==> config.mk <==
export PLATFORM = sky130hd
export DESIGN_NAME = multi_event_counter
export DESIGN_NICKNAME = d
export VERILOG_FILES = /design/src/rtl/multi_event_counter.sv
export SDC_FILE = /design/constraint.sdc
export NUM_CORES = 1
export LEC_CHECK = 0
export CORE_ASPECT_RATIO = 1.75
export CORE_MARGIN = 2
export CORE_UTILIZATION = 25
export DETAILED_ROUTE_END_ITERATION = 8
export GPL_TIMING_DRIVEN = 0
export PLACE_DENSITY = 0.44
export SETUP_SLACK_MARGIN = 0.05
export SYNTH_ARGS = -nofsm -noshare
export SYNTH_HDL_FRONTEND = slang
export SYNTH_SLANG_ARGS = --single-unit
==> constraint.sdc <==
create_clock -name clk -period 3.9 [get_ports clk]
set_clock_uncertainty 0.1 [all_clocks]
set_input_delay 0.78 -clock clk [delete_from_list [all_inputs] [get_ports clk]]
set_output_delay 0.78 -clock clk [all_outputs]
set_load 0.005 [all_outputs]
==> src/rtl/multi_event_counter.sv <==
// -----------------------------------------------------------------------------
// multi_event_counter
//   N_CH-channel windowed event counter. An accepted start pulse opens a
//   measurement window of i_window cycles. During the window each channel
//   counts events: high cycles (EDGE=0) or rising edges (EDGE=1). When the
//   window ends, the live counts and overflow flags are copied into snapshot
//   registers and o_done pulses for one cycle. o_count reads the snapshot of
//   the channel chosen by i_sel.
//
// Ports
//   clk       system clock, rising edge
//   rst_n     asynchronous active-low reset
//   i_start   start-window request, only honoured in IDLE with i_window != 0
//   i_stop    abort the running window (no snapshot, no done)
//   i_window  window length in cycles, latched when a start is accepted
//   i_signal  per-channel event inputs, synchronous to clk
//   i_sel     snapshot channel select for o_count
//   o_count   snapshot of channel i_sel, 0 when i_sel >= N_CH (combinational)
//   o_ovf     per-channel overflow flags of the last completed window
//   o_busy    high while a window is running
//   o_done    one-cycle pulse when a new snapshot is valid
// -----------------------------------------------------------------------------
module multi_event_counter #(
    parameter int unsigned N_CH     = 4,
    parameter int unsigned N_BIT    = 12,
    parameter int unsigned WIN_BIT  = 16,
    parameter int unsigned SEL_BIT  = 2,
    parameter int unsigned SATURATE = 1,
    parameter int unsigned EDGE     = 0
) (
    input  logic                 clk,
    input  logic                 rst_n,
    input  logic                 i_start,
    input  logic                 i_stop,
    input  logic [WIN_BIT-1:0]   i_window,
    input  logic [N_CH-1:0]      i_signal,
    input  logic [SEL_BIT-1:0]   i_sel,
    output logic [N_BIT-1:0]     o_count,
    output logic [N_CH-1:0]      o_ovf,
    output logic                 o_busy,
    output logic                 o_done
);

    localparam logic [N_BIT-1:0] CNT_MAX = '1;

    typedef enum logic {
        IDLE  = 1'b0,
        COUNT = 1'b1
    } state_t;

    state_t state_q;
    state_t state_d;

    // FSM decode strobes
    logic start_ok;
    logic sample;
    logic last_sample;
    logic abort;

    logic [WIN_BIT-1:0]          win_len_q;
    logic [WIN_BIT-1:0]          timer_q;
    logic [N_CH-1:0]             prev_q;
    logic [N_CH-1:0]             event_c;
    logic [N_CH-1:0][N_BIT-1:0]  cnt_q;
    logic [N_CH-1:0][N_BIT-1:0]  cnt_d;
    logic [N_CH-1:0][N_BIT-1:0]  snap_q;
    logic [N_CH-1:0]             ovf_live_q;
    logic [N_CH-1:0]             ovf_live_d;

    // State register
    always_ff @(posedge clk or negedge rst_n) begin
        if (!rst_n) begin
            state_q <= IDLE;
        end else begin
            state_q <= state_d;
        end
    end

    // Next state and control strobes; abort beats the final sample
    always_comb begin
        state_d     = state_q;
        start_ok    = 1'b0;
        sample      = 1'b0;
        last_sample = 1'b0;
        abort       = 1'b0;
        case (state_q)
            IDLE: begin
                if (i_start && (i_window != '0)) begin
                    start_ok = 1'b1;
                    state_d  = COUNT;
                end
            end
            COUNT: begin
                if (i_stop) begin
                    abort   = 1'b1;
                    state_d = IDLE;
                end else begin
                    sample = 1'b1;
                    if (timer_q == (win_len_q - WIN_BIT'(1))) begin
                        last_sample = 1'b1;
                        state_d     = IDLE;
                    end
                end
            end
            default: begin
                state_d = IDLE;
            end
        endcase
    end

    // Per-channel event detect; history is taken every cycle so a level
    // already high when the window opens is not seen as an edge
    always_comb begin
        event_c = '0;
        for (int k = 0; k < int'(N_CH); k++) begin
            if (EDGE != 0) begin
                event_c[k] = i_signal[k] & ~prev_q[k];
            end else begin
                event_c[k] = i_signal[k];
            end
        end
    end

    always_ff @(posedge clk or negedge rst_n) begin
        if (!rst_n) begin
            prev_q <= '0;
        end else begin
            prev_q <= i_signal;
        end
    end

    // Counter increment with saturate-or-wrap and sticky overflow
    always_comb begin
        cnt_d      = cnt_q;
        ovf_live_d = ovf_live_q;
        for (int k = 0; k < int'(N_CH); k++) begin
            if (event_c[k]) begin
                if (cnt_q[k] == CNT_MAX) begin
                    ovf_live_d[k] = 1'b1;
                    if (SATURATE != 0) begin
                        cnt_d[k] = CNT_MAX;
                    end else begin
                        cnt_d[k] = '0;
                    end
                end else begin
                    cnt_d[k] = cnt_q[k] + N_BIT'(1);
                end
            end
        end
    end

    // Window length latch and sample timer
    always_ff @(posedge clk or negedge rst_n) begin
        if (!rst_n) begin
            win_len_q <= '0;
            timer_q   <= '0;
        end else if (start_ok) begin
            win_len_q <= i_window;
            timer_q   <= '0;
        end else if (sample) begin
            timer_q <= timer_q + WIN_BIT'(1);
        end
    end

    // Live counters and live overflow flags
    always_ff @(posedge clk or negedge rst_n) begin
        if (!rst_n) begin
            cnt_q      <= '0;
            ovf_live_q <= '0;
        end else if (start_ok) begin
            cnt_q      <= '0;
            ovf_live_q <= '0;
        end else if (sample) begin
            cnt_q      <= cnt_d;
            ovf_live_q <= ovf_live_d;
        end
    end

    // Snapshot includes the final sample, hence the _d values
    always_ff @(posedge clk or negedge rst_n) begin
        if (!rst_n) begin
            snap_q <= '0;
            o_ovf  <= '0;
        end else if (last_sample) begin
            snap_q <= cnt_d;
            o_ovf  <= ovf_live_d;
        end
    end

    // Busy and done flags
    always_ff @(posedge clk or negedge rst_n) begin
        if (!rst_n) begin
            o_busy <= 1'b0;
            o_done <= 1'b0;
        end else begin
            o_done <= last_sample;
            if (start_ok) begin
                o_busy <= 1'b1;
            end else if (abort || last_sample) begin
                o_busy <= 1'b0;
            end
        end
    end

    // Snapshot readout mux; unmatched selects read 0
    always_comb begin
        o_count = '0;
        for (int k = 0; k < int'(N_CH); k++) begin
            if (i_sel == SEL_BIT'(k)) begin
                o_count = snap_q[k];
            end
        end
    end

endmodule

Word-level counts from Yosys, hierarchy flattened

Cells that the tools add are included.

Reductions and logical operators: 6
Mux-type cells: 40
Equality and inequality tests: 8
Add/subtract/negate cells: 6
Bitwise gates (word level): 1

Operators with widths:

| operator              | number |
|---|---|
| $mux 12               | 12 |
| $mux 48               | 2 |
| $add 12x1->12 const B | 4 |
| $eq 12x12->1 const B  | 4 |
| $mux 16               | 2 |
| $mux 1                | 21 |
| $add 16x1->16 const B | 1 |
| $eq 16x16->1          | 1 |
| $reduce_bool 16->1    | 1 |
| $sub 16x1->16 const B | 1 |
| $mux 4                | 2 |
| $eq 2x2->1 const B    | 2 |
| $reduce_bool 2->1     | 2 |
| $eq 2x1->1 const B    | 1 |
| $logic_not 2->1       | 1 |
| $pmux 1 s2            | 1 |
| $logic_and 1x1->1     | 1 |
| $logic_or 1x1->1      | 1 |
| $not 1->1             | 1 |

Word-level logic and storage cells: 76
Bits of input ports: 26
Output and inout bits: 18
Register bits after elaboration: 139

Logic depth before layout (Yosys ltp)

Gate-level depths: netlist of run 1.

Depth after elaboration: 8
Mapped depth: 10

Worst setup path after synthesis of run 1

Ideal clock, no wire load.

Path kind: register to register
Start: register win_len_q[0]
End: register o_ovf[3]
Arrival time: 3.019 ns
Path slack: 0.656 ns
Cell stages (with the launch flop): 11
Clock period less this slack: 3.244 ns
Cells stage by stage: dfrtp_1 inv_1 ha_1 or4b_1 buf_2 or3_4 o31ai_1 nand4_1 nor4_4 buf_6 mux2_4

Cells in the longest elaborated chain, start to end: 5

RTL lines:

| what                   | line | RTL |
|---|---|---|
| from (decl)            | 60   | `logic [WIN_BIT-1:0] win_len_q;` |
| from (signal assigned) | 158  | `win_len_q <= i_window;` |
| $sub 16x1->16          | 99   | `if (timer_q == (win_len_q - WIN_BIT'(1))) begin` |
| $eq 16x16->1           | 99   |  |
| $mux 1                 | 99   |  |
| $mux 1                 | 94   | `if (i_stop) begin` |
| $mux 1                 | 86   | `case (state_q)` |
| to (signal assigned)   | 186  | `o_ovf <= ovf_live_d;` |
| to (decl)              | 39   | `output logic [N_CH-1:0] o_ovf,` |

No other way between the ends.
A chain may end at the register's enable or synchronous reset.

Worst setup path after layout of run 1

Start: input port i_sel[0]
End: output port o_count[8]

Cells in the longest elaborated chain, start to end: 5
Elaborated cells between the ends (all ways): 8

RTL lines:

| what                  | line | RTL |
|---|---|---|
| from (decl)           | 37   | `input logic [SEL_BIT-1:0] i_sel,` |
| $logic_not 2->1       | 209  | `if (i_sel == SEL_BIT'(k)) begin` |
| $mux 12 (3 in series) | 209  |  |
| $mux 12 (*)           | 209  |  |
| to (decl)             | 38   | `output logic [N_BIT-1:0] o_count,` |

Every way passes the cells marked *; elsewhere a longest branch is shown, timed or not.

==> results by group, run 1 <==
Die
  – Chip width: 138 um
  – Die Area: 32900 um2
  – I/O pin count: 44
  – Placeable Area: 30800 um2
  – Initial Util: 25.5%
  – Chip height: 239 um
  – Site row count: 85

Setup path
  – Crit path DAT: 2.81 ns
  – Top delay family on crit path: buffers and inverters
  – Crit path launch type: input pin
  – CP max stage delay: 0.60 ns
  – Slowest cell on the critical path: mux4_2
  – Crit-path cells: clkdlybuf4s50_1 > buf_2 > mux4_2 > clkdlybuf4s50_1
  – Critical path origin: i_sel[0]
  – CP Max Fanout: 10
  – Most frequent CP cell: clkdlybuf4s50_1
  – Critical Path Sink Type: output pin
  – Buffers & Inverters on Critical Path: 3
  – Required time worst endpoint: 3.02 ns
  – R2r startpoint: win_len_q[0]$_DFFE_PN0P_
  – Setup CP Type: in2out

Cells and area
  – Final Net Count: 861
  – Ant diodes: 0
  – Filler cell count: 3233
  – Layout cells sized above 1: 14.1%
  – Area delta synth->final: 19.1%
  – Final core area utilization: 30.4%

Timing
  – Worst-margin pin slew: 0.984 ns
  – Final min period: 3.69 ns
  – Final setup vio count: 0
  – Tcrit/Tclk final: 94.6%
  – Fin. Hold Viols: 0
  – Unrepaired setup endpoints after global routing: no
  – Slew margin rel.: 34.4%
  – Max Fclk: 0.271 GHz
  – Max Transition Viols Final: 0
  – Hold_ws: 0.230 ns

Synth
  – Area contributors post-synth: dfrtp_1 44%, mux2_4 7.8%, nand2_1 4.1%
  – Syn. warnings: 0
  – Mapped Cells: 768
  – Number of synthesized flops with an enable pin: 0
  – Post-synthesis sequential area ratio: 44.2%
  – Mapped Nets: 800
  – Ys async rst share: 100%
  – Number of synthesized register bits: 139
  – Post-synth top area cell: dfrtp_1
  – Post-synth top area share: 44.2%
  – Primary FF master, synth: dfrtp_1
  – Most frequent cell after synthesis: dfrtp_1
  – Post-synthesis average cell area: 10.2 um2
  – Top post-synthesis cells by count: 139 x dfrtp_1, 86 x nand2_1, 72 x nor2_1, 41 x mux2_4, 35 x a21oi_1
  – Post-Synthesis Cell Area: 7860 um2
  – Yosys cell types: 57

Placement
  – GPL Wtd Cong: 0.820
  – Post-DP HPWL: 18100 um
  – Port buffer count: 40

Routing
  – Routed wire length: 24700 um
  – Detail Route Antenna Nets: 0
  – DR vias/cell: 4.92
  – DR WL/cell: 20.0 um
  – Drt initial violations: 339
  – Via count: 6053
  – # DRC: 0
  – Drt first pass iters: 4

Clocking
  – Clock slew at reported path FFs: 0.06 ns
  – CTS Sinks: 139
  – Max Root-Sink Buffers: 2
  – Worst-Skew Late Latency: 0.44 ns
  – CTS tree: yes
  – Cts bufs inserted: 17
  – CTS H-tree lvls: 4
  – Clock Tree Root: clkbuf_16

Power
  – Power Total: 3.73 mW
  – PD cells: 398 nW/um2
  – Peak supply drop: 0.276 mV
  – Lkg Pwr: 4.00 nW

Status
  – Outcome: finished, final reports clean

Global route
  – GRT Total Usage: 15.5%
  – Largest net degree at the start of global routing: 75
  – First-pass GRT wire length: 38200 um
  – Vias in the first global route: 6254
  – GRT overflow: 0
  – Antenna violations before repair: 0

Flow run
  – # Max-Cap Violations: 0

Hold path
  – Worst Hold Class: in2async
## metal layers
| metal | vias up | GRT usage (%) | wire length [um] |
|---|---|---|---|
| met4 | 0 | 6.34 | 749 |
| li1 | 2895 | - | - |
| met3 | 32 | 3.08 | 800 |
| met1 | 3018 | 16.7 | 9450 |
| met2 | 108 | 29.5 | 13700 |
| met5 | - | 0 | 0 |
## stage by stage
stage | cell area, um2 | cells | worst slack, ns | TNS [ns]
floorplan | 7860 | 768 | 0.656 | 0
global placement | 8750 | 1199 | -4.28 | -598.75
detailed placement | 8780 | 1200 | -0.300 | -7.57
CTS | 9350 | 1229 | 0.0625 | 0
global route | 9370 | 1230 | 0.119 | 0
finish | 9370 | 1230 | 0.210 | 0
## final timing paths
kind                                             endpoint  slack (ns)  depth (start not counted)
worst max-delay path                           o_count[8]        0.21                          4
worst min-delay path                 o_ovf[0]$_DFFE_PN0P_        0.23                          1
worst max register to register     snap_q[37]$_DFFE_PN0P_        0.40                         11
worst min register to register  ovf_live_q[2]$_DFFE_PN0P_        0.40                          2
max in group asynchronous           cnt_q[18]$_DFFE_PN0P_        2.58                          2
min in group clk                ovf_live_q[2]$_DFFE_PN0P_        0.40                          2
## area by class of cell
cell class	count	area (um2)	share of cell area, %
multi-input cells	570	4120	44.0
well taps	391	489	5.22
inverters	17	63.8	0.681
repair buffers	42	449	4.79
flip-flops and latches	139	3480	37.1
clock inverters	8	95.1	1.02
plain buffers	42	198	2.11
clock buffers	21	470	5.02
## registers in the layout (all words and copies together) (netlist names)
name	count
o_done	1
o_busy	1
win_len_q	16
snap_q	48
timer_q	16
cnt_q	48
ovf_live_q	4
o_ovf	4
state_q	1
## timing repair
action,4_1_cts,5_1_grt
hold buffers,0,0
setup buffers,0,1
setup endpoints to repair,10,56
gates resized for setup,2,2
endpoints found under the hold margin,0,0
pin swaps,0,1
## cells by family after synthesis
| kind of cell | synth area share, % |
|---|---|
| buffers and inverters | 3.31 |
| AND/OR/NAND/NOR | 18.4 |
| multiplexers | 16.1 |
| AO/OA/AOI/OAI | 10.4 |
| flip-flops | 44.2 |
| XOR/XNOR | 6.57 |
| adder cells (fa/ha/maj) | 0.955 |
## cell usage in the layout (no fill, tap or decap), types with 5 or more instances in the layout
cell type / netlist / routed
buf_6: 5 / 6
mux2_4: 41 / 41
nand3_1: 20 / 20
dfrtp_1: 139 / 139
nor3_1: 18 / 18
nor4_1: 7 / 7
xor2_1: 30 / 30
or3_1: 5 / 5
ha_1: 6 / 6
a31oi_1: 7 / 7
nand2b_1: 7 / 7
o22ai_1: 10 / 10
xnor2_1: 29 / 29
a211o_1: 7 / 7
clkdlybuf4s50_1: 0 / 39
nand2_1: 86 / 86
mux4_2: 12 / 12
and2_1: 6 / 6
a211oi_1: 5 / 5
nor2b_1: 5 / 5
and3_1: 20 / 20
a21oi_1: 35 / 35
nor2_1: 72 / 72
and4_1: 9 / 9
a311oi_1: 13 / 13
mux2i_1: 19 / 19
clkbuf_1: 33 / 34
mux2_2: 17 / 17
clkbuf_16: 0 / 17
nand4_1: 19 / 19
o21ai_0: 25 / 25
inv_1: 17 / 17
## where the power goes
part / switching (mW) / internal (mW)
sequential: 0.0989 / 1.51
clock: 0.631 / 0.975
combinational: 0.320 / 0.197
Note: power is estimated with default switching activity, not from simulation.
==> run 2, diff against run 1 <==
--- a/config.mk
+++ b/config.mk
@@ -11,7 +11,7 @@
 export DETAILED_ROUTE_END_ITERATION = 8
 export GPL_TIMING_DRIVEN = 0
 export PLACE_DENSITY = 0.44
-export SETUP_SLACK_MARGIN = 0.05
+export SETUP_SLACK_MARGIN = 0.2
 export SYNTH_ARGS = -nofsm -noshare
 export SYNTH_HDL_FRONTEND = slang
 export SYNTH_SLANG_ARGS = --single-unit
==> results by group, run 2 (synthesis results as in run 1) <==
Placement
  – GPL Wtd Cong: 0.820 (unchanged)
  – Port buffer count: 40 (unchanged)
  – Post-DP HPWL: 18100 um (unchanged)
  – Placement Setup Slack: -0.300 ns (unchanged)

Power
  – PD cells: 398 nW/um2 (-0.13%)
  – Peak supply drop: 0.277 mV (+0.31%)
  – Lkg Pwr: 4.01 nW (+0.24%)
  – Power Total: 3.73 mW (about the same)

Global route
  – Largest net degree at the start of global routing: 75 (unchanged)
  – GRT overflow: 0 (unchanged)
  – GRT Total Usage: 15.6% (about the same)
  – Met2 Resource Use GR: 29.5% (about the same)
  – Met3 GRT Util: 3.08% (unchanged)
  – First-pass GRT wire length: 38200 um (about the same)
  – Vias in the first global route: 6257 (+0.048%)
  – Grt peak-use layer: met2
  – Routing usage on met1: 16.7% (about the same)
  – Antenna violations before repair: 0 (unchanged)

Cells and area
  – Final core area utilization: 30.4% (+0.057 points)
  – Area delta synth->final: 19.4%
  – Ant diodes: 0 (unchanged)
  – Final Net Count: 862 (+0.12%)
  – Most frequent cells in the layout: 139 x dfrtp_1, 86 x nand2_1, 72 x nor2_1
  – Layout cells sized above 1: 14.4% (+0.34 points)
  – Commonest non-fill, non-tap cell in the layout: dfrtp_1
  – Filler cell count: 3233 (unchanged)
  – Top Registers: cnt_q: 48 flops, snap_q: 48 flops

Setup path
  – Required time worst endpoint: 3.02 ns (about the same)
  – Reg-to-reg endpoint: snap_q[2]$_DFFE_PN0P_
  – R2r startpoint: win_len_q[0]$_DFFE_PN0P_
  – CP Max Fanout: 10 (unchanged)
  – Setup CP Type: in2out
  – Reg2Reg Depth: 11 (unchanged)
  – Crit path DAT: 2.70 ns (-0.11 ns)
  – FF-to-FF setup slack: 0.42 ns (+0.02 ns)
  – Critical Path Sink Type: output pin
  – Crit path launch type: input pin

Routing
  – DR vias/cell: 4.94 (+0.28%)
  – Routed wire length: 24700 um (+0.17%)
  – # DRC: 0 (unchanged)
  – Drt initial violations: 361 (+6.5%)
  – Drt first pass iters: 7 (+3)
  – Detail Route Antenna Nets: 0 (unchanged)
  – DR WL/cell: 20.1 um (about the same)
  – Via count: 6075 (+0.36%)

Die
  – Initial Util: 25.5% (unchanged)
  – Chip height: 239 um (unchanged)
  – Placeable Area: 30800 um2 (unchanged)
  – I/O pin count: 44 (unchanged)
  – Chip width: 138 um (unchanged)
  – Die Area: 32900 um2 (unchanged)
  – Site row count: 85 (unchanged)

Timing
  – Final min period: 3.58 ns (-0.114 ns)
  – Slew margin rel.: 32.6% (-1.7 points)
  – Tcrit/Tclk final: 91.7% (-2.9 points)
  – Max Fclk: 0.280 GHz (+3.2%)
  – Hold_ws: 0.231 ns (+0.000598 ns)
  – Max Transition Viols Final: 0 (unchanged)
  – Setup ws final: 0.323 ns (+0.114 ns)
  – Fin. Hold Viols: 0 (unchanged)
  – Unrepaired setup endpoints after global routing: no
  – Final setup vio count: 0 (unchanged)
  – Worst-margin pin slew: 1.01 ns (+0.0261 ns)

Clocking
  – CTS H-tree lvls: 4 (unchanged)
  – Cts bufs inserted: 17 (unchanged)
  – Clock Tree Root: clkbuf_16
  – Worst-Skew Late Latency: 0.44 ns (about the same)
  – CTS tree: yes
  – Clock slew at reported path FFs: 0.06 ns (about the same)
  – Max Root-Sink Buffers: 2 (unchanged)
  – CTS Sinks: 139 (unchanged)

Status
  – Outcome: finished, final reports clean

Flow run
  – # Max-Cap Violations: 0 (unchanged)

Hold path
  – Worst Hold Class: in2async
==> run 2: cell types whose count changed in the layout (fill, tap and decap cells not counted), sizes merged <==
cell | previous run | this run
clkbuf | 54 | 55
==> run 2: through the flow <==
| step | area, um2 | TNS [ns] | instances |
|---|---|---|---|
| 2_1_floorplan | 7860 | 0 | 768 |
| 3_3_place_gp | 8750 | -598.75 | 1199 |
| 3_5_place_dp | 8780 | -7.57 | 1200 |
| 4_1_cts | 9380 | 0 | 1231 |
| 5_1_grt | 9390 | 0 | 1231 |
| 6_report | 9390 | 0 | 1231 |
==> run 2: final cells by class <==
type / count / area [um2] / area share, %
repair buffers: 43 / 457 / 4.87
clock inverters: 8 / 95.1 / 1.01
multi-input cells: 570 / 4130 / 44.0
plain buffers: 42 / 201 / 2.15
clock buffers: 21 / 470 / 5.01
inverters: 17 / 63.8 / 0.680
well taps: 391 / 489 / 5.21
flip-flops and latches: 139 / 3480 / 37.1
==> run 2: how the worst max path moves through the flow <==
| stage | startpoint | to | slack (ns) | cells after the start |
|---|---|---|---|---|
| 6_report | i_sel[0] | o_count[8] | 0.32 | 4 |
| 4_1_cts | i_sel[1] | o_count[5] | 0.20 | 4 |
| 2_1_floorplan | win_len_q[0]$_DFFE_PN0P_ | o_ovf[3]$_DFFE_PN0P_ | 0.66 | 10 |
| 3_5_place_dp | i_window[5] | win_len_q[5]$_DFFE_PN0P_ | -0.30 | 9 |
| 3_3_place_gp | rst_n | ovf_live_q[2]$_DFFE_PN0P_ | -4.28 | 1 |
| 5_1_grt | win_len_q[0]$_DFFE_PN0P_ | snap_q[7]$_DFFE_PN0P_ | 0.21 | 11 |
==> run 2: metal layers <==
metal / wire (um) / vias to the layer above / share of wire [%]
met2: 13600 / 107 / 55
met3: 829 / 32 / 3.4
met5: 0 / - / 0
met4: 748 / 0 / 3.0
met1: 9520 / 3043 / 39
li1: - / 2893 / -
==> run 2: what timing repair did <==
action,CTS,global route
endpoints found under the hold margin,0,0
pin swaps,1,0
buffers inserted,2,0
setup endpoints to repair,57,7
gates resized for setup,6,1
hold buffers,0,0
==> run 2: report_power, final <==
part           internal, mW  total [mW]  switching, mW
clock network         0.975        1.61          0.632
logic                 0.198       0.519          0.321
registers              1.51        1.61         0.0990
total                  2.68        3.73           1.05
==> run 2: worst max-delay path, stage by stage <==
cell and delay (ns):
clkdlybuf4s50_1 0.58, buf_4 0.28, mux4_2 0.58, clkdlybuf4s50_1 0.47
==> run 3, diff against run 2 <==
--- a/config.mk
+++ b/config.mk
@@ -10,7 +10,7 @@
 export CORE_UTILIZATION = 25
 export DETAILED_ROUTE_END_ITERATION = 8
 export GPL_TIMING_DRIVEN = 0
-export PLACE_DENSITY = 0.44
+export PLACE_DENSITY = 0.38
 export SETUP_SLACK_MARGIN = 0.2
 export SYNTH_ARGS = -nofsm -noshare
 export SYNTH_HDL_FRONTEND = slang
==> results by group, run 3 (synthesis results as in run 1) <==
Status
  – Outcome: finished, final reports clean

Routing
  – Drt initial violations: 249 (-31%)
  – DR WL/cell: 21.5 um (+7.0%)
  – Drt first pass iters: 4 (-3)
  – DR vias/cell: 4.89 (-0.83%)
  – Via count: 6039 (-0.59%)
  – Detail Route Antenna Nets: 0 (unchanged)
  – Routed wire length: 26500 um (+7.3%)
  – # DRC: 0 (unchanged)

Clocking
  – Clock Tree Root: clkbuf_16
  – CTS Sinks: 139 (unchanged)
  – Clock slew at reported path FFs: 0.06 ns (about the same)
  – CTS H-tree lvls: 4 (unchanged)
  – Hold Buf Count CTS: 0 (unchanged)
  – Worst-Skew Late Latency: 0.45 ns (about the same)
  – Cts bufs inserted: 17 (unchanged)
  – CTS tree: yes
  – Max Root-Sink Buffers: 2 (unchanged)

Cells and area
  – Most frequent cells in the layout: 138 x dfrtp_1, 86 x nand2_1, 72 x nor2_1
  – Top Registers: cnt_q: 48 flops, snap_q: 48 flops
  – Final Net Count: 862 (unchanged)
  – Area delta synth->final: 20.8%
  – Ant diodes: 0 (unchanged)
  – Final core area utilization: 30.8% (+0.36 points)
  – Commonest non-fill, non-tap cell in the layout: dfrtp_1
  – Layout cells sized above 1: 15.2% (+0.78 points)
  – Filler cell count: 3266 (+1.0%)
  – Fin cells: 1234 (+0.24%)
  – Register area: 3480 um2 (about the same)
  – Multi-input gate area: 4140 um2 (+0.24%)

Placement
  – Post-DP HPWL: 19500 um (+7.9%)
  – DP Cell Count: 1200 (unchanged)
  – GPL Wtd Cong: 0.790 (-3.6%)
  – Port buffer count: 40 (unchanged)

Timing
  – Max Fclk: 0.282 GHz (+0.83%)
  – Max Transition Viols Final: 0 (unchanged)
  – Worst-margin pin slew: 1.13 ns (+0.115 ns)
  – Final min period: 3.55 ns (-0.0295 ns)
  – Unrepaired setup endpoints after global routing: no
  – Fin. Hold Viols: 0 (unchanged)
  – Final setup vio count: 0 (unchanged)
  – Tcrit/Tclk final: 91.0% (-0.76 points)
  – Slew margin rel.: 25.0% (-7.7 points)

Die
  – Chip height: 239 um (unchanged)
  – Placeable Area: 30800 um2 (unchanged)
  – Chip width: 138 um (unchanged)
  – Initial Util: 25.5% (unchanged)
  – Site row count: 85 (unchanged)
  – I/O pin count: 44 (unchanged)
  – Die Area: 32900 um2 (unchanged)

Flow run
  – # Max-Cap Violations: 0 (unchanged)

Hold path
  – Worst Hold Class: in2async

Global route
  – Largest net degree at the start of global routing: 74 (-1.3%)
  – GRT overflow: 0 (unchanged)
  – First-pass GRT wire length: 40300 um (+5.5%)
  – Antenna violations before repair: 0 (unchanged)
  – Vias in the first global route: 6392 (+2.2%)
  – GRT Total Usage: 16.7% (+1.1 points)

Setup path
  – Critical path origin: i_sel[0]
  – Crit-path cells: clkdlybuf4s50_1 > buf_4 > mux4_2 > clkdlybuf4s50_1
  – Crit path launch type: input pin
  – Setup CP Type: in2out
  – CP max stage delay: 0.57 ns (about the same)
  – Required time worst endpoint: 3.02 ns (about the same)
  – FF-to-FF setup slack: 0.42 ns (about the same)
  – Reg2Reg Depth: 11 (unchanged)
  – Critical Path Sink Type: output pin
  – CP Max Fanout: 10 (unchanged)
  – Most frequent CP cell: clkdlybuf4s50_1
  – R2r startpoint: win_len_q[0]$_DFFE_PN0P_
  – Reg-to-reg endpoint: snap_q[34]$_DFFE_PN0P_
  – Crit path DAT: 2.67 ns (-0.03 ns)
  – Slowest cell on the critical path: clkdlybuf4s50_1

Power
  – Peak supply drop: 0.333 mV (+20%)
  – PD cells: 423 nW/um2 (+6.4%)
  – Lkg Pwr: 4.05 nW (+1.0%)
==> run 3: metal layers <==
| metal | part of all wire [%] | wire length [um] | GRT usage [%] | up-vias |
|---|---|---|---|---|
| li1 | - | - | - | 2896 |
| met1 | 38 | 9990 | 17.5 | 3001 |
| met2 | 56 | 14900 | 32.0 | 93 |
| met3 | 2.4 | 637 | 2.70 | 49 |
| met4 | 3.6 | 958 | 8.04 | 0 |
| met5 | 0 | 0 | 0 | - |
==> run 3: per-stage QoR <==
stage / hold slack, ns / worst slack, ns / setup TNS (ns) / total power, mW / cell area (um2)
2_1_floorplan: 0.357 / 0.656 / 0 / 1.91 / 7860
3_3_place_gp: 0.378 / -4.52 / -642.25 / 2.18 / 8750
3_5_place_dp: 0.386 / -0.513 / -15.24 / 2.18 / 8780
4_1_cts: 0.194 / 0.234 / 0 / 4.08 / 9480
5_1_grt: 0.210 / 0.210 / 0 / 4.19 / 9500
6_report: 0.160 / 0.353 / 0 / 4.02 / 9500
==> run 3: report_power, final <==
group / switching (mW) / internal, mW
Clock: 0.726 / 1.15
Sequential: 0.0994 / 1.51
Combinational: 0.338 / 0.199
Total: 1.16 / 2.86
==> run 3: how the worst max path moves through the flow <==
stage,end,cells after the start,slack (ns)
6_report,o_count[5],4,0.35
4_1_cts,cnt_q[26]$_DFFE_PN0P_,8,0.23
3_5_place_dp,cnt_q[26]$_DFFE_PN0P_,8,-0.51
5_1_grt,snap_q[17]$_DFFE_PN0P_,11,0.21
2_1_floorplan,o_ovf[3]$_DFFE_PN0P_,10,0.66
3_3_place_gp,o_ovf[0]$_DFFE_PN0P_,1,-4.52
==> run 3: cell type report <==
class | count | share of cell area [%]
Buffer | 42 | 2.20
Clock buffer | 17 | 4.48
Timing Repair Buffer | 43 | 4.76
Sequential cell | 139 | 36.6
Multi-Input combinational cell | 570 | 43.6
Inverter | 17 | 0.672
Clock inverter | 15 | 2.50
Tap cell | 391 | 5.15
==> run 3: critical path: cells and delay by family <==
family	cells	cell delay, ns
multiplexers	1	0.56
buffers and inverters	3	1.32
==> run 3: what timing repair did <==
item                       in CTS  in global routing
setup buffers                   2                  0
pin swaps                       1                  1
cloned                          0                  0
gates resized for setup         8                  5
setup endpoints to repair      85                 41
==> RTL change 1, RTL diff (config.mk and constraints of run 2) <==
Put a register stage on the output `o_count`. The value now appears one clock later. The other outputs are not delayed to match. Comments in the files are not updated.
--- a/src/rtl/multi_event_counter.sv
+++ b/src/rtl/multi_event_counter.sv
@@ -49,4 +49,6 @@
     } state_t;
 
+    logic [N_BIT-1:0] o_count_d;
+
     state_t state_q;
     state_t state_d;
@@ -205,10 +207,14 @@
     // Snapshot readout mux; unmatched selects read 0
     always_comb begin
-        o_count = '0;
+        o_count_d = '0;
         for (int k = 0; k < int'(N_CH); k++) begin
             if (i_sel == SEL_BIT'(k)) begin
-                o_count = snap_q[k];
-            end
-        end
+                o_count_d = snap_q[k];
+            end
+        end
+    end
+
+    always_ff @(posedge clk) begin
+        o_count <= o_count_d;
     end
 
Formal check against the unedited RTL: not equivalent (Yosys sat finds a counterexample within 4 cycles, from zero or initial values and one cycle with rst_n low).
==> RTL change 1 against run 2 <==
- synthesized area is 0.88% lower
- critical path depth rose by 6
- register-to-register slack better by 50 ps
- power grew 10%
- sequential cell count is 12 higher
- final cell count decreased by 0.24%
- routed wire length is 4.7% lower
- worst setup slack gained 140 ps
- final area grew 0.11%
==> RTL change 1: results (changes against run 2) <==
* Result of the run: finished clean (unchanged)
* Final Non-Filler Cells at 1228 (was 1231)
* WHS at 228 ps (was 231 ps)
* Leakage at 4.01 nW (about the same)
* R2r setup slk at 470 ps (was 420 ps)
* Synth Area in Adders at 0.963% (was 0.955%)
* Sequential element share of the synthesized area at 47.7% (was 44.2%)
* FF-to-FF path depth at 10 (was 11)
* Syn Inst Count at 763 (was 768)
* Synth top cells by count: dfrtp_1 (139), nand2_1 (75), nor2_1 (70) (was dfrtp_1 (139), nand2_1 (86), nor2_1 (72))
* Total track usage at 15.1% (was 15.6%)
* Net count, final at 857 (was 862)
* Vias at 5857 (was 6075)
* Synth area leaders: dfrtp_1 (45%), mux2_2 (7.7%), xnor2_1 (4.5%), nand2_1 (3.6%), mux4_2 (3.5%) (was dfrtp_1 (44%), mux2_4 (7.8%), nand2_1 (4.1%), nor2_1 (3.4%), mux4_2 (3.4%))
* Setup Buffers After CTS at 2 (unchanged)
* Compound-Gate Fraction of Synth Area at 8.44% (was 10.4%)
* Post-synth ARST share at 92.1% (was 100%)
* Resize count post-CTS at 0 (was 6)
* Final number of setup-violating endpoints at 0 (unchanged)
* DR iter-0 viols at 322 (was 361)
* Number of antenna repair diodes at 0 (unchanged)
* Latest clock arrival within the worst-skew pair at 440 ps (about the same)
* Number of global-route vias before repair at 6095 (was 6257)
* Max rail drop VDD at 0.279 mV (was 0.277 mV)
* Placed insts at 1195 (was 1200)
* Hold_buf cts at 0 (unchanged)
* Tightest Hold Check Type: in -> async (unchanged)
* RR Startpoint: win_len_q[2] (was win_len_q[0])
* Syn Nets at 795 (was 800)
* Largest net degree at the start of global routing at 81 (was 75)
* Netlist cell types at 47 (was 57)
* TritonRoute pass-1 iters at 4 (was 7)
* Count of input and output buffers at 40 (unchanged)
* Mux cell area share after synthesis at 14.7% (was 16.1%)
* FF-to-FF End: snap_q[3] (was snap_q[2])
* Post-Place Cell Area at 0.00871 mm2 (was 0.00878 mm2)
* GPL Wtd Cong at 0.772 (was 0.820)
* Worst EP arrival at 3650 ps (was 2700 ps)
* Detailed-placement wirelength estimate at 17.5 mm (was 18.1 mm)
* XOR/XNOR Fraction of Synth Area at 7.19% (was 6.57%)
* CTS buffer count at 17 (unchanged)
* Slew at the pin with the worst max-slew slack at 967 ps (was 1010 ps)
* Fraction of layout cells with a size suffix above 1 at 13.0% (was 14.4%)
* Final hold vios at 0 (unchanged)
* Average wire per standard cell at 19.2 um (was 20.1 um)
* Pre-CTS setup slack at 9.55 ps (was -300 ps)
* Critical path peak fanout at 10 (unchanged)
* CTS HTree Levels at 4 (unchanged)
* First-pass GRT wire length at 35.8 mm (was 38.2 mm)
[RTL change 1: cell count changes after synthesis, moves of 7 or more]
| cell | change |
|---|---|
| mux2_4 | -41 |
| nand2_1 | -11 |
| xnor2_1 | +11 |
| and3_1 | -7 |
| dfxtp_1 | +12 |
| mux2_2 | +36 |
| nor3_1 | +8 |
| nand3_1 | +10 |
[RTL change 1: power breakdown]
part	total, mW	switching [mW]	leakage (nW)	internal [mW]
clock network	1.87	0.672	0.319	1.20
registers	1.73	0.0964	1.93	1.63
logic	0.508	0.308	1.77	0.200
[RTL change 1: worst max path at each step]
stage	startpoint	to	slack [ps]	cells after the start
3_5_place_dp	i_window[10]	cnt_q[15]	10	8
5_1_grt	win_len_q[2]	snap_q[3]	340	10
3_3_place_gp	rst_n	o_ovf[0]	-4390	1
4_1_cts	i_window[10]	cnt_q[15]	470	8
2_1_floorplan	i_signal[2]	cnt_q[24]	1050	10
6_report	win_len_q[2]	snap_q[3]	470	10
[RTL change 1: per-stage QoR]
stage | total power [mW] | utilization [%]
after CTS | 4.16 | 30.6
final | 4.11 | 30.6
after global routing | 4.28 | 30.6
after floorplan | 2.04 | -
after global placement | 2.27 | 28.3
after detailed placement | 2.27 | 28.3
[RTL change 1: cells by family (layout without fill, tap and decap cells)]
family,Yosys count,count (layout)
buffers and inverters,64,138
flip-flops,151,151
AND/OR/NAND/NOR,279,279
XOR/XNOR,64,64
AO/OA/AOI/OAI,107,107
adder cells (fa/ha/maj),6,6
multiplexers,92,92
[RTL change 1: per-layer routing]
layer / track usage (%) / vias up / share of wire, %
met3: 2.88 / 28 / 2.1
met5: 0 / - / 0
met2: 30.5 / 79 / 59
li1: - / 2827 / -
met4: 5.34 / 0 / 2.2
met1: 14.6 / 2923 / 36
[RTL change 1: cell type report]
class                      count  area (um2)
clock inverter                 8         168
tap                          391         489
sequential                   151        3720
inverter                      20        75.1
timing repair buffer          43         457
buffer                        44         199
clock buffer                  23         488
multi-input combinational    548        3800
fill                        3132       21300
[RTL change 1: critical path, cell delays in order, from the launching register on]
cell	delay, ps
dfrtp_1	360
clkbuf_1	210
or3_1	480
nor4_1	360
xnor2_1	210
nor3_1	350
nand4_1	270
nor3_4	230
buf_12	180
buf_6	200
mux2_2	350
==> RTL change 2, RTL diff (settings of run 2) <==
Made on the original files. The parameter `SATURATE` goes from 1 to 0.
--- a/src/rtl/multi_event_counter.sv
+++ b/src/rtl/multi_event_counter.sv
@@ -26,5 +26,5 @@
     parameter int unsigned WIN_BIT  = 16,
     parameter int unsigned SEL_BIT  = 2,
-    parameter int unsigned SATURATE = 1,
+    parameter int unsigned SATURATE = 0,
     parameter int unsigned EDGE     = 0
 ) (
Function: no difference found for any inputs over 4 cycles, from zero or initial values and one cycle with rst_n low; that may be too few to reach the edited logic, so the function may still have changed.
==> RTL change 2 against run 2 <==
- count of clock-buffer cells in the layout decreased by 3
- worst setup slack better by 0.53 ps
- sequential share of layout area increased by 2.2 points
- power is 0.65% lower
- routed wire length down 9.2%
- critical path depth is the same
- synthesized area decreased by 6.7%
- sequential cell count unchanged
- global-route usage barely moved
- final cell count shrank 5.0%
- final area down 5.7%
- largest power group is now clock
==> RTL change 2: results (changes against run 2) <==
* Slew at the pin with the worst max-slew slack at 1270 ps (was 1010 ps)
* WHS at 217 ps (was 231 ps)
* Crit path max-delay cell type: mux4_2 (was clkdlybuf4s50_1)
* CP top delay family: buffers and inverters (unchanged)
* Top Registers: cnt_q x48, snap_q x48 (unchanged)
* Net count, final at 806 (was 862)
* Latest clock arrival within the worst-skew pair at 440 ps (about the same)
* Met3 usage at 2.70% (was 3.08%)
* Setup Buffers After CTS at 0 (was 2)
* Vias at 5587 (was 6075)
* Sequential element share of the synthesized area at 47.4% (was 44.2%)
* Met1 Resource Use GR at 15.2% (was 16.7%)
* Synth warn at 0 (unchanged)
* Clock-pin slew on the worst setup and hold paths at 60 ps (about the same)
* First-pass GRT wire length at 35.4 mm (was 38.2 mm)
* Tightest Hold Check Type: in -> async (unchanged)
* TritonRoute pass-1 iters at 4 (was 7)
* CTS buffer count at 17 (unchanged)
* Clock Path Buffers at 2 (unchanged)
* Syn Nets at 745 (was 800)
* Resize count post-CTS at 10 (was 6)
* DR iter-0 viols at 369 (was 361)
* Detailed-placement wirelength estimate at 16.7 mm (was 18.1 mm)
* Synth area leaders: dfrtp_1 (47%), mux2_2 (7.4%), xnor2_1 (4.8%), nand2_1 (4.1%), mux4_2 (3.7%) (was dfrtp_1 (44%), mux2_4 (7.8%), nand2_1 (4.1%), nor2_1 (3.4%), mux4_2 (3.4%))
* Post-Route WL at 22.4 mm (was 24.7 mm)
* Slowest cell delay on critical path at 580 ps (about the same)
* Largest net degree at the start of global routing at 82 (was 75)
* CTS root buf: clkbuf_16 (unchanged)
* Max rail drop VDD at 0.257 mV (was 0.277 mV)
* Worst EP arrival at 2700 ps (about the same)
* GPL Wtd Cong at 0.794 (was 0.820)
* Synth top cells by count: dfrtp_1 (139), nand2_1 (80), nor2_1 (64) (was dfrtp_1 (139), nand2_1 (86), nor2_1 (72))
* Antenna violations before repair at 0 (unchanged)
* Total track usage at 15.5% (was 15.6%)
* Netlist cell types at 46 (was 57)
* Result of the run: finished clean (unchanged)
* Critical path peak fanout at 10 (unchanged)
* Most used cell, CP: clkdlybuf4s50_1 (unchanged)
* Met2 Usage GRT at 31.0% (was 29.5%)
* Post-synth ARST share at 100% (unchanged)
* R2r setup slk at 510 ps (was 420 ps)
* Number of global-route vias before repair at 6029 (was 6257)
* CTS HTree Levels at 4 (unchanged)
* Fraction of layout cells with a size suffix above 1 at 13.9% (was 14.4%)
* Leakage at 3.69 nW (was 4.01 nW)
* Count of input and output buffers at 41 (was 40)
* Number of antenna repair diodes at 0 (unchanged)
## RTL change 2: cell types whose count changed in the layout (fill, tap and decap cells not counted), moves of 11 or more
cell / delta
a21oi_1: -21
a311oi_1: -13
inv_1: +13
mux2_2: +31
mux2_4: -41
nor3_1: -11
o21ai_0: +15
xnor2_1: +11
## RTL change 2: kinds of logic (layout without fill, tap and decap cells)
kind of cell / Yosys count / after routing / share of synthesized area, %
adders and majority gates: 6 / 6 / 1.02
muxes: 81 / 81 / 14.0
buffers and inverters: 63 / 137 / 3.68
DFF: 139 / 139 / 47.4
AOI/OAI and AO/OA: 110 / 110 / 9.68
xor gates and xnor gates: 68 / 68 / 8.11
and+or+nand+nor: 246 / 246 / 16.1
## RTL change 2: path summary, 6_finish.rpt
path	start	cells after the start	endpoint
worst max-delay path	i_sel[0]	4	o_count[5]
worst max register to register	win_len_q[3]	7	snap_q[9]
min in group clk	snap_q[26]	1	snap_q[26]
worst min register to register	snap_q[26]	1	snap_q[26]
worst min-delay path	rst_n	1	o_ovf[0]
max in group asynchronous	rst_n	2	win_len_q[14]
## RTL change 2: power breakdown
part	internal (mW)	total (mW)	switching, mW
Sequential	1.51	1.60	0.0934
Clock	0.905	1.61	0.704
Combinational	0.198	0.498	0.299
Total	2.61	3.71	1.10
## RTL change 2: cell type report
cell class / instances / area, um2
tap: 382 / 478
clock inverter: 14 / 135
buffer: 33 / 165
timing repair buffer: 42 / 439
clock buffer: 18 / 439
sequential: 139 / 3480
multi-input combinational: 511 / 3610
inverter: 30 / 113
fill: 3057 / 20200
## RTL change 2: per-layer routing
metal | vias to the layer above | share of wire, % | wire length, um
met5 | - | 0 | 0
met4 | 0 | 2.7 | 603
met3 | 29 | 2.5 | 558
met2 | 93 | 60 | 13400
met1 | 2811 | 35 | 7900
li1 | 2654 | - | -
## RTL change 2: stage by stage
stage	util, %	std cells	worst slack (ps)	instance area (um2)
after CTS	30.4	1169	300	8850
after global placement	28.3	1136	-4290	8230
after floorplan	-	713	937	7340
after detailed placement	28.4	1137	-758	8260
final	30.5	1169	324	8850
after global routing	30.5	1169	209	8850
